## src/rtl/term_count_accum_if.sv

```systemverilog
// Valid/ready stream bundle for term_count_accum: term-vector beats in, frame totals out.
interface term_count_accum_if #(
  parameter int N_LANE = 4,
  parameter int SUM_W  = 8,
  parameter int BEAT_W = 6
);
  logic                  in_valid;
  logic                  in_ready;
  logic                  in_last;
  logic [10*N_LANE-1:0]  in_data;
  logic                  out_valid;
  logic                  out_ready;
  logic [SUM_W-1:0]      out_sum;
  logic [BEAT_W-1:0]     out_beats;
  logic                  out_sat;

  modport master (
    output in_valid, in_last, in_data, out_ready,
    input  in_ready, out_valid, out_sum, out_beats, out_sat
  );

  modport slave (
    input  in_valid, in_last, in_data, out_ready,
    output in_ready, out_valid, out_sum, out_beats, out_sat
  );
endinterface

```

## src/rtl/term_count_accum.sv

```systemverilog
// Evaluates three product/sum terms on N_LANE 10-bit lanes per beat and
// accumulates the asserted-term count over a frame into one saturating total.
module term_count_accum #(
  parameter int N_LANE = 4,
  parameter int SUM_W  = 8,
  parameter int BEAT_W = 6
) (
  input  logic               clk,
  input  logic               rst_n,
  input  logic               clr,
  term_count_accum_if.slave  bus
);

  localparam int BSUM_W = $clog2(3 * N_LANE + 1);
  localparam int ADD_W  = ((SUM_W > BSUM_W) ? SUM_W : BSUM_W) + 1;
  localparam logic [ADD_W-1:0] SUM_MAX = ADD_W'({SUM_W{1'b1}});

  typedef enum logic [1:0] {ACCUM, DRAIN, HOLD} state_e;

  state_e              state_q, state_d;
  logic                s1_valid_q, s1_valid_d;
  logic                s1_last_q, s1_last_d;
  logic [BSUM_W-1:0]   s1_sum_q, s1_sum_d;
  logic [SUM_W-1:0]    acc_q, acc_d;
  logic [BEAT_W-1:0]   cnt_q, cnt_d;
  logic                sat_q, sat_d;
  logic [SUM_W-1:0]    out_sum_q, out_sum_d;
  logic [BEAT_W-1:0]   out_beats_q, out_beats_d;
  logic                out_sat_q, out_sat_d;

  logic [BSUM_W-1:0]   beat_sum;
  logic [9:0]          lane;
  logic                t0, t1, t2;
  logic [1:0]          lane_cnt;
  logic [ADD_W-1:0]    sum_ext;
  logic                over;
  logic [SUM_W-1:0]    sum_sat;
  logic [BEAT_W-1:0]   cnt_inc;
  logic                accept;

  // Lane bits are {j,i,h,g,f,e,d,c,b,a} with a at bit 0.
  always_comb begin
    beat_sum = '0;
    lane     = '0;
    t0       = 1'b0;
    t1       = 1'b0;
    t2       = 1'b0;
    lane_cnt = '0;
    for (int k = 0; k < N_LANE; k++) begin
      lane     = bus.in_data[10*k +: 10];
      t0       = (lane[0] | lane[1]) & lane[2] & lane[3];
      t1       = lane[8] & lane[9];
      t2       = (lane[4] ^ lane[5]) | lane[6] | lane[7];
      lane_cnt = 2'(t0) + 2'(t1) + 2'(t2);
      beat_sum = beat_sum + BSUM_W'(lane_cnt);
    end
  end

  always_comb begin
    sum_ext = ADD_W'(acc_q) + ADD_W'(s1_sum_q);
    over    = (sum_ext > SUM_MAX);
    sum_sat = over ? {SUM_W{1'b1}} : sum_ext[SUM_W-1:0];
    cnt_inc = (&cnt_q) ? cnt_q : cnt_q + BEAT_W'(1);
  end

  assign bus.in_ready  = (state_q == ACCUM);
  assign accept        = bus.in_valid & bus.in_ready;
  assign bus.out_valid = (state_q == HOLD);
  assign bus.out_sum   = out_sum_q;
  assign bus.out_beats = out_beats_q;
  assign bus.out_sat   = out_sat_q;

  always_comb begin
    state_d     = state_q;
    s1_valid_d  = accept;
    s1_last_d   = accept & bus.in_last;
    s1_sum_d    = beat_sum;
    acc_d       = acc_q;
    cnt_d       = cnt_q;
    sat_d       = sat_q;
    out_sum_d   = out_sum_q;
    out_beats_d = out_beats_q;
    out_sat_d   = out_sat_q;

    if (s1_valid_q) begin
      if (s1_last_q) begin
        out_sum_d   = sum_sat;
        out_beats_d = cnt_inc;
        out_sat_d   = sat_q | over;
        acc_d       = '0;
        cnt_d       = '0;
        sat_d       = 1'b0;
      end else begin
        acc_d = sum_sat;
        cnt_d = cnt_inc;
        sat_d = sat_q | over;
      end
    end

    case (state_q)
      ACCUM:   if (accept && bus.in_last) state_d = DRAIN;
      DRAIN:   state_d = HOLD;
      HOLD:    if (bus.out_ready) state_d = ACCUM;
      default: state_d = ACCUM;
    endcase

    // Abort wins over everything, including a result that would load this edge.
    if (clr) begin
      state_d     = ACCUM;
      s1_valid_d  = 1'b0;
      s1_last_d   = 1'b0;
      acc_d       = '0;
      cnt_d       = '0;
      sat_d       = 1'b0;
      out_sum_d   = out_sum_q;
      out_beats_d = out_beats_q;
      out_sat_d   = out_sat_q;
    end
  end

  always_ff @(posedge clk or negedge rst_n) begin
    if (!rst_n) begin
      state_q     <= ACCUM;
      s1_valid_q  <= 1'b0;
      s1_last_q   <= 1'b0;
      s1_sum_q    <= '0;
      acc_q       <= '0;
      cnt_q       <= '0;
      sat_q       <= 1'b0;
      out_sum_q   <= '0;
      out_beats_q <= '0;
      out_sat_q   <= 1'b0;
    end else begin
      state_q     <= state_d;
      s1_valid_q  <= s1_valid_d;
      s1_last_q   <= s1_last_d;
      s1_sum_q    <= s1_sum_d;
      acc_q       <= acc_d;
      cnt_q       <= cnt_d;
      sat_q       <= sat_d;
      out_sum_q   <= out_sum_d;
      out_beats_q <= out_beats_d;
      out_sat_q   <= out_sat_d;
    end
  end

endmodule

```

## src/flat_wrapper.sv

```systemverilog
// flat-port wrapper written by rule: the top's interface ports become plain ports
module term_count_accum_flat 
#(
  parameter int N_LANE = 4,
  parameter int SUM_W  = 8,
  parameter int BEAT_W = 6
)
  (clk, rst_n, clr, bus_in_valid, bus_in_last, bus_in_data, bus_out_ready, bus_in_ready, bus_out_valid, bus_out_sum, bus_out_beats, bus_out_sat);
  term_count_accum_if #(.N_LANE(N_LANE), .SUM_W(SUM_W), .BEAT_W(BEAT_W)) bus_i ();
  input  logic clk;
  input  logic rst_n;
  input  logic clr;
  input wire logic [$bits(bus_i.in_valid)-1:0] bus_in_valid;
  input wire logic [$bits(bus_i.in_last)-1:0] bus_in_last;
  input wire logic [$bits(bus_i.in_data)-1:0] bus_in_data;
  input wire logic [$bits(bus_i.out_ready)-1:0] bus_out_ready;
  output wire logic [$bits(bus_i.in_ready)-1:0] bus_in_ready;
  output wire logic [$bits(bus_i.out_valid)-1:0] bus_out_valid;
  output wire logic [$bits(bus_i.out_sum)-1:0] bus_out_sum;
  output wire logic [$bits(bus_i.out_beats)-1:0] bus_out_beats;
  output wire logic [$bits(bus_i.out_sat)-1:0] bus_out_sat;
  assign bus_i.in_valid = bus_in_valid;
  assign bus_i.in_last = bus_in_last;
  assign bus_i.in_data = bus_in_data;
  assign bus_i.out_ready = bus_out_ready;
  assign bus_in_ready = bus_i.in_ready;
  assign bus_out_valid = bus_i.out_valid;
  assign bus_out_sum = bus_i.out_sum;
  assign bus_out_beats = bus_i.out_beats;
  assign bus_out_sat = bus_i.out_sat;
  term_count_accum #(.N_LANE(N_LANE), .SUM_W(SUM_W), .BEAT_W(BEAT_W)) u_core (.clk(clk), .rst_n(rst_n), .clr(clr), .bus(bus_i));
endmodule
```

## config.mk

```make
export PLATFORM = sky130hd
export DESIGN_NAME = term_count_accum_flat
export DESIGN_NICKNAME = d
export VERILOG_FILES = /design/src/rtl/term_count_accum_if.sv /design/src/rtl/term_count_accum.sv /design/src/flat_wrapper.sv
export SDC_FILE = /design/constraint.sdc
export NUM_CORES = 1
export LEC_CHECK = 0
export BUFFER_PORTS_ARGS = -buffer_cell sky130_fd_sc_hd__buf_2
export CAP_MARGIN = 15
export CORE_UTILIZATION = 47
export CTS_BUF_LIST = sky130_fd_sc_hd__clkbuf_16
export DETAILED_ROUTE_END_ITERATION = 10
export MAX_ROUTING_LAYER = met4
export PLACE_DENSITY = 0.83
export SLEW_MARGIN = 15
export SYNTH_ARGS = -nofsm -noshare
export SYNTH_HDL_FRONTEND = slang
export SYNTH_SLANG_ARGS = --single-unit
```

## constraint.sdc

```tcl
create_clock -name clk -period 1.85 [get_ports clk]
set_clock_uncertainty 0.15 [all_clocks]
set_input_delay 0.2775 -clock clk [delete_from_list [all_inputs] [get_ports clk]]
set_output_delay 0.2775 -clock clk [all_outputs]
set_load 0.02 [all_outputs]
```

==> impl_metrics.json <==
{
  "dr_total_vias": 1979,
  "synthTopCellsByArea": "dfrtp_1 44%, fa_1 7.4%, o21ai_0 5.3%",
  "holdWs_ps": 71.5,
  "synth-seq-cells": 38,
  "finalHoldViolCount": 0,
  "area_growth_pct": 34.9,
  "end_kind": "flop",
  "dieArea_um2": 4900,
  "setup_viol_count_final": 20,
  "status": "complete, but fails checks",
  "grt_max_degree": 22,
  "grt_busiest_layer": "met2",
  "synth_area_leader_cell": "dfrtp_1",
  "die_height_um": 70,
  "wirelength_mm": 5.14,
  "numCtsBuffers": 5,
  "synthesis.area_um2": 2170,
  "timing.final.ws_setup_ps": -2080,
  "rsz0062_at_grt": "true",
  "drc_errors": 0,
  "grt_pass1_vias": 1936,
  "grt_pass1_wl_mm": 8.51,
  "globalRouteMet3Util_pct": 4.76,
  "final_layout_size_suffix_gt1_share_pct": 38.5,
  "synth_top_cells_by_count": "38 x dfrtp_1, 27 x nand2_1, 23 x o21ai_0",
  "synthDominantCellAreaShare_pct": 43.8,
  "antenna_left": 0,
  "use_met2_pct": 40.3,
  "cp_max_fo": 2,
  "worstPathArrival_ps": 3930,
  "stdcell_count": 351,
  "rows": 24,
  "worstSetupPathType": "in -> reg",
  "antenna_found_initial": 0,
  "total_power_w": 0.00290,
  "cp_data_required_time_ps": 1850,
  "peakVddDrop_uv": 467,
  "p_per_area_nw_per_um2": 990,
  "layout.nets": 361,
  "cap_viol_max_count": 0,
  "coreArea_um2": 4410,
  "initial_utilization_pct": 49.2,
  "synth_cells": 217,
  "seq_area_frac_synth_pct": 43.8,
  "placed_cells": 338,
  "gp_congestion": 0.829,
  "dp_hpwl_mm": 3.58,
  "max-slew-margin-rel_pct": 67.2,
  "post-route-period-util_pct": 212,
  "wire_per_inst_um": 14.6,
  "period_needed_ps": 3930,
  "violations": "negative setup slack",
  "clockBufferDepth": 2,
  "io_buffers": 62,
  "cts_root_buf": "clkbuf_16",
  "io-pin-count": 63,
  "grtUsageTotal_pct": 22.9,
  "synthFlopType": "dfrtp_1",
  "dr.pass1.iters": 4,
  "start_kind": "input port",
  "diodes": 0,
  "clk_pin_slew_ps": 50,
  "via_per_inst": 5.64,
  "die_w_um": 70,
  "fill_cells": 333,
  "htree_num_levels": 2,
  "maxSlewViolCount": 0,
  "yosys.cell_count.top_type": "dfrtp_1",
  "gr-usage-met1_pct": 24.9,
  "syn_nets": 280,
  "synth_edf_count": 0,
  "max_freq_mhz": 255,
  "cts_sinks": 38,
  "drt_iter0_markers": 128,
  "worstMarginPinSlew_ps": 486,
  "avgSynthCellArea_um2": 10.0,
  "yosys_warnings": 0,
  "static-leakage-power_nw": 1.49,
  "synthArstFlopShare_pct": 100,
  "min_path_type": "in -> reg",
  "ys_types": 46,
  "grt-ovfl-total": 0,
  "clk_latency_ps": 280,
  "cts_tree": "yes"
}
==> final cells by class <==
type / count / area, um2 / area share (%)
Sequential cell: 38 / 951 / 32.4
Tap cell: 52 / 65.1 / 2.22
Timing Repair Buffer: 80 / 473 / 16.1
Inverter: 11 / 41.3 / 1.41
Clock inverter: 3 / 12.5 / 0.427
Clock buffer: 5 / 125 / 4.27
Multi-Input combinational cell: 162 / 1260 / 43.1
==> final timing paths <==
kind,from,to,cells past startpoint,slack (ps)
max,bus_in_data[4],u_core.s1_sum_q[1],12,-2080
min,bus_in_last,u_core.state_q[0],2,70
max reg2reg,u_core.s1_sum_q[0],u_core.acc_q[4],6,-160
min reg2reg,u_core.bus.out_beats[4],u_core.bus.out_beats[4],2,320
max in group asynchronous,rst_n,u_core.acc_q[7],3,800
min in group asynchronous,rst_n,u_core.state_q[1],2,310
==> layout by cell type, fill, tap and decap left out, drive strengths merged, types with 2 or more instances in the layout <==
cell type	instances
fa	8
ha	9
a31oi	4
xnor2	2
nor3	3
clkinv	2
nor2	17
and2	4
nand2	27
and3	3
xor2	7
o21ai	23
dfrtp	38
o31ai	2
a211oi	2
o211ai	7
inv	12
buf	79
o211a	2
nor3b	2
mux2i	3
a21oi	8
clkbuf	5
nand3	4
or3	3
a21o	5
==> metrics by stage <==
stage                     util, %  setup TNS [ps]  setup slack [ps]  cell area (um2)
after floorplan                 -           -8250             -2180             2190
after global placement       59.8           -9480             -2360             2640
after detailed placement     59.8          -10210             -2430             2640
after CTS                    65.5           -8770             -2110             2890
after global routing         66.4          -10050             -2200             2930
final                        66.4           -8400             -2080             2930
==> worst max-delay path: stages <==
cell    delay, ps
buf_6          90
xor2_1        140
or3_4         330
fa_1          550
fa_1          420
ha_1          280
inv_1          50
fa_1          490
fa_1          440
fa_2          350
inv_2          70
fa_2          410
==> state kept, by name (all words and copies together), names as in the netlist <==
register	cells
u_core.state_q	2
u_core.cnt_q	6
u_core.bus.out_sat	1
u_core.bus.out_beats	6
u_core.s1_last_q	1
u_core.s1_valid_q	1
u_core.s1_sum_q	4
u_core.sat_q	1
u_core.bus.out_sum	8
u_core.acc_q	8
==> layer usage <==
layer / up-vias / wire, um / share of wire (%)
li1: 922 / - / -
met5: - / 0 / 0
met3: 13 / 299 / 5.8
met4: 0 / 149 / 2.9
met2: 89 / 2660 / 52
met1: 955 / 2030 / 40
==> cell families (layout without fill, tap and decap cells) <==
logic type / Yosys count / count (layout) / synth area share (%)
simple gates: 73 / 73 / 17.4
compound gates: 59 / 59 / 17.1
flops: 38 / 38 / 43.8
fa+ha+maj: 17 / 17 / 12.6
buf+inv: 17 / 99 / 3.63
xor+xnor: 9 / 9 / 3.63
mux: 4 / 4 / 1.90
==> report_power, final <==
group	switching, W	internal, W	total (W)	leakage, nW
clock network	0.000305	0.000486	0.000791	0.0724
registers	0.0000930	0.000960	0.00105	0.510
logic	0.000554	0.000504	0.00106	0.908
==> what timing repair did <==
action | in CTS | in global routing
resized for setup | 24 | 9
hold endpoints to repair | 17 | 0
buffers inserted | 2 | 3
hold buffers | 1 | 0
pin swaps | 7 | 10
endpoints found under the setup margin | 22 | 25
(Power assumes the default switching activity.)
